`config.mk`:
```
export PLATFORM = sky130hd
export DESIGN_NAME = out_port_arbiter
export DESIGN_NICKNAME = d
export VERILOG_FILES = /design/src/rtl/out_port_arbiter.sv
export SDC_FILE = /design/constraint.sdc
export NUM_CORES = 1
export LEC_CHECK = 0
export CORE_UTILIZATION = 49
export DETAILED_ROUTE_END_ITERATION = 10
export GPL_ROUTABILITY_DRIVEN = 0
export PLACE_DENSITY = 0.8
export SLEW_MARGIN = 10
export SYNTH_ARGS = -nofsm -noshare
export SYNTH_HDL_FRONTEND = slang
export SYNTH_SLANG_ARGS = --single-unit
```
`constraint.sdc`:
```
create_clock -name clk -period 2.7 [get_ports clk]
set_input_delay 0.405 -clock clk [delete_from_list [all_inputs] [get_ports clk]]
set_output_delay 0.405 -clock clk [all_outputs]
set_load 0.01 [all_outputs]
```
`src/rtl/out_port_arbiter.sv`:
```
// Output-port arbiter: picks one FIFO whose head packet is addressed to this port
// (round-robin) and streams that packet's bytes out until the last one is popped.
module out_port_arbiter #(
  parameter int unsigned W_WIDTH   = 8,
  parameter int unsigned N_PORTS   = 4,
  parameter int unsigned PORT_ADDR = 0
) (
  input  logic                         clk,
  input  logic                         rst,
  input  logic                         sw_en,
  input  logic [N_PORTS-1:0]           fifo_empty,
  input  logic [N_PORTS*W_WIDTH-1:0]   fifo_head,
  input  logic                         port_ready,
  output logic [N_PORTS-1:0]           rd_en,
  output logic [N_PORTS-1:0]           grant,
  output logic [W_WIDTH-1:0]           port_out,
  output logic                         port_valid
);

  localparam int unsigned CW = W_WIDTH + 1;
  localparam int unsigned IW = (N_PORTS > 1) ? $clog2(N_PORTS) : 1;

  typedef enum logic {IDLE, XFER} state_t;

  state_t               state_q, state_d;
  logic [N_PORTS-1:0]   grant_d;
  logic [IW-1:0]        last_q, last_d;
  logic [CW-1:0]        cnt_q, cnt_d;
  logic [W_WIDTH-1:0]   len_q, len_d;
  logic [W_WIDTH-1:0]   out_d;
  logic                 valid_d;
  logic [N_PORTS-1:0]   active;
  logic                 pick_found;
  logic [IW-1:0]        pick_idx;
  logic [W_WIDTH-1:0]   head_g;
  logic                 pop;
  logic                 last_pop;

  // A requester is active when its head byte addresses this port.
  always_comb begin
    active = '0;
    for (int i = 0; i < int'(N_PORTS); i++) begin
      active[i] = !fifo_empty[i] &&
                  (fifo_head[i*W_WIDTH +: W_WIDTH] == W_WIDTH'(PORT_ADDR));
    end
  end

  // Round-robin search starting just after the previous winner.
  always_comb begin
    logic [IW:0] sum;
    pick_found = 1'b0;
    pick_idx   = '0;
    sum        = '0;
    for (int k = 1; k <= int'(N_PORTS); k++) begin
      sum = {1'b0, last_q} + (IW+1)'(k);
      if (sum >= (IW+1)'(N_PORTS)) sum = sum - (IW+1)'(N_PORTS);
      if (!pick_found && active[IW'(sum)]) begin
        pick_found = 1'b1;
        pick_idx   = IW'(sum);
      end
    end
  end

  // Head byte of the granted FIFO.
  always_comb begin
    head_g = '0;
    for (int i = 0; i < int'(N_PORTS); i++) begin
      if (grant[i]) head_g = fifo_head[i*W_WIDTH +: W_WIDTH];
    end
  end

  assign pop = (state_q == XFER) && port_ready && |(grant & ~fifo_empty);

  // On the length-byte pop, L is still on the FIFO head rather than in len_q.
  assign last_pop = (cnt_q == CW'(1)) ? (head_g == '0)
                                      : (cnt_q == (CW'(len_q) + CW'(1)));

  always_comb begin
    state_d = state_q;
    grant_d = grant;
    last_d  = last_q;
    cnt_d   = cnt_q;
    len_d   = len_q;
    out_d   = port_out;
    valid_d = 1'b0;
    rd_en   = '0;
    case (state_q)
      IDLE: begin
        grant_d = '0;
        if (sw_en && pick_found) begin
          grant_d = N_PORTS'(1) << pick_idx;
          last_d  = pick_idx;
          cnt_d   = '0;
          state_d = XFER;
        end
      end
      XFER: begin
        if (pop) begin
          rd_en   = grant;
          out_d   = head_g;
          valid_d = 1'b1;
          cnt_d   = cnt_q + CW'(1);
          if (cnt_q == CW'(1)) len_d = head_g;
          if (last_pop) begin
            state_d = IDLE;
            grant_d = '0;
          end
        end
      end
      default: state_d = IDLE;
    endcase
  end

  always_ff @(posedge clk or posedge rst) begin
    if (rst) begin
      state_q    <= IDLE;
      grant      <= '0;
      last_q     <= IW'(N_PORTS - 1);
      cnt_q      <= '0;
      len_q      <= '0;
      port_out   <= '0;
      port_valid <= 1'b0;
    end else begin
      state_q    <= state_d;
      grant      <= grant_d;
      last_q     <= last_d;
      cnt_q      <= cnt_d;
      len_q      <= len_d;
      port_out   <= out_d;
      port_valid <= valid_d;
    end
  end

endmodule

```
==> out/summary.txt <==
Status: finished, final reports clean
Worst-path fanout max: 9
Slew @ Worst Pin: 0.595 ns
Die X: 70 µm
CTS Buf Count: 5
Register clock-pin slew on the reported worst setup and hold paths: 0.07 ns
Critical path cell sequence: clkdlybuf4s50_1 > nand2b_1 > a41o_1 > inv_2 > and2_1 > clkdlybuf4s50_1
Die Footprint: 0.00490 mm²
Skew-Pair Late Insertion Delay: 0.29 ns
Syn Inst Count: 257
Syn. warnings: 0
Critical path's top delay family: buffers and inverters
Stages on the worst setup path: 6
Pre-antenna DRT Iters: 4
Synth top area share: 0.342
Vias per cell: 5.91
Mean Syn Cell Area: 8.82 µm²
Switching power share of the total: 0.208
Pins over their slew limit: 0
Number of synthesized flops with an enable pin: 0
R2r worst-path depth: 7
Post-synth net total: 300
Leak pwr: 1.25 nW
Peak Freq: 392 MHz
Post-Place Cell Area: 0.00289 mm²
Total number of vias: 2176
Yosys cell types: 52
Maximum Capacitance Violations: 0
Top post-synthesis cells by area: dfrtp_1 (34%), nand2_1 (5.0%), xnor2_1 (3.9%)
Clk root buf: clkbuf_8
IO Count: 57
Async set-reset flop share out of synthesis: 1.00
Port buffer count: 56
Die Y: 70 µm
Setup Skew: 0.00978 ns
Clk pwr share: 0.437
Dominant cell type by area after synthesis: dfrtp_1
Post-Syn Area: 0.00227 mm²
H-Tree Depth: 2
Rows: 24
Setup Buffers After CTS: 0
Placeable Area: 0.00441 mm²
Cell area after layout: 0.00300 mm²
Pint: 0.865 mW
Final hold vios: 0
Hold buffer count at cts: 0
Area occupied by multi-input gates: 0.00131 mm²
Starting DRT DRC Count: 194
Synth top cells by count: dfrtp_1 (31), nand2_1 (30), nor2_1 (14)
Crit path time final: 2.55 ns
Area delta synth->final: 32.6%
Worst Hold Depth: 2
Gate power share: 0.096
CP max-delay cell: clkdlybuf4s50_1
CP Launch Type: input pin
GR Overflow Total: 0
Routed WL: 6080 µm
Largest net degree at the start of global routing: 34
Setup TNS Final: 0 ns
Critical path data arrival time: 2.15 ns
Final HPWL DP: 4710 µm
Nets: 358
Filler cells: 371
CTS sink cnt: 33
Part of the power in registers: 0.466
Max incr delay on CP: 0.53 ns
Worst slew margin: 0.603
Critical Path RT: 2.30 ns
Pwr dens: 364 mW/mm²
Post-synthesis sequential area ratio: 0.366
Count leader, synth: dfrtp_1
# DRC: 0
Antenna violations before repair: 0
Peak VDD IR: 335 µV
Max clock buf depth: 2
GR Util All Layers: 0.258
Antenna violation net count after detailed routing: 0
Register area: 828 µm²
CTS tree: yes
Net Switching: 0.228 mW
WL/cell: 16.5 µm
Share of layout cells above drive strength 1: 0.111
Vias in the first global route: 2037
Initial Util: 0.513
CP bufs+invs: 3
Number of synthesized register bits: 33
Post-CTS Resized: 0
Global-route wire length before repair: 9960 µm
RSZ-0062 raised after global routing: no
Post-synth top flop: dfrtp_1
Critical Path Most Common Cell: clkdlybuf4s50_1
Critical path endpoint category: output port
Crit share post-route: 0.945
Crit Path Category: in2out
Ant. Diodes: 0
Worst Hold Class: reg2reg
Final setup fails: 0
cells in the final DEF, fill, tap and decap left out, types with 2 or more instances in the layout:
cell type        instances
a211oi_1                 8
a21oi_1                 10
a221oi_1                 7
and2_1                   6
and3_1                   3
and4_1                   3
buf_4                   11
clkbuf_8                 6
clkdlybuf4s50_1         56
dfrtp_1                 31
dfstp_2                  2
ha_1                     3
inv_1                   11
mux2_2                   5
nand2_1                 30
nand2b_1                 9
nand3_1                  8
nand3b_1                 9
nand4_1                  8
nor2_1                  14
nor3_1                   4
nor3b_1                  5
nor4_1                   5
nor4b_1                  2
o21ai_0                 10
o21ai_1                  2
o22ai_1                  4
or3_1                    3
or4_4                    3
xnor2_1                 10
xor2_1                   7
metrics by stage:
stage	hold slack [ns]	setup slack, ns	total power, mW	std cells	utilization
after floorplan	0.514	0.575	0.546	257	-
after global placement	0.465	0.138	0.622	360	0.654
after detailed placement	0.470	0.0928	0.624	360	0.654
after CTS	0.486	0.156	1.10	368	0.681
after global routing	0.515	0.0380	1.13	368	0.681
final	0.484	0.149	1.09	368	0.681
routing by layer:
layer | routed length (µm) | vias up | GRT usage
met4 | 85 | 0 | 0.0667
met1 | 2640 | 1042 | 0.354
li1 | - | 1050 | -
met3 | 347 | 11 | 0.0404
met5 | 0 | - | 0
met2 | 3000 | 73 | 0.427
power by group through the flow:
| stage | sequential [mW] | clock, mW | combinational, mW |
|---|---|---|---|
| after floorplan | 0.515 | 0 | 0.0302 |
| after global placement | 0.518 | 0 | 0.104 |
| after detailed placement | 0.518 | 0 | 0.105 |
| after CTS | 0.509 | 0.481 | 0.106 |
| after global routing | 0.510 | 0.507 | 0.115 |
| final | 0.509 | 0.478 | 0.105 |
cells by family (layout without fill, tap and decap cells):
logic type,Yosys count,count (layout),share of synthesized area
compound gates,52,52,0.163
xor+xnor,17,17,0.0657
fa+ha+maj,3,3,0.0166
buf+inv,28,87,0.0580
flops,33,33,0.366
mux,6,6,0.0298
simple gates,118,118,0.302
worst min-delay path, delay by kind of cell (launching register included):
| family | cells | cell delay [ns] |
|---|---|---|
| compound gates | 1 | 0.06 |
| simple gates | 1 | 0.05 |
| flops | 1 | 0.34 |
worst paths after layout:
kind,from,to,slack [ns]
worst max-delay path,fifo_empty[2],rd_en[0],0.15
worst min-delay path,port_out[6],port_out[6],0.48
worst max register to register,len_q[0],grant[0],0.26
worst min register to register,port_out[6],port_out[6],0.48
max in group asynchronous,rst,last_q[0],1.89
min in group asynchronous,rst,len_q[3],0.49
flip-flops by register name (all words and copies together) (netlist names):
name	flops
cnt_q	9
grant	4
last_q	2
len_q	8
port_out	8
port_valid	1
state_q	1
cell type report:
class,instances,share of cell area
well taps,52,0.0217
flip-flops and latches,33,0.276
clock inverters,1,0.0100
repair buffers,67,0.214
clock buffers,7,0.0287
inverters,12,0.0150
multi-input cells,196,0.435
No activity file was read; power rests on OpenSTA's default activity.
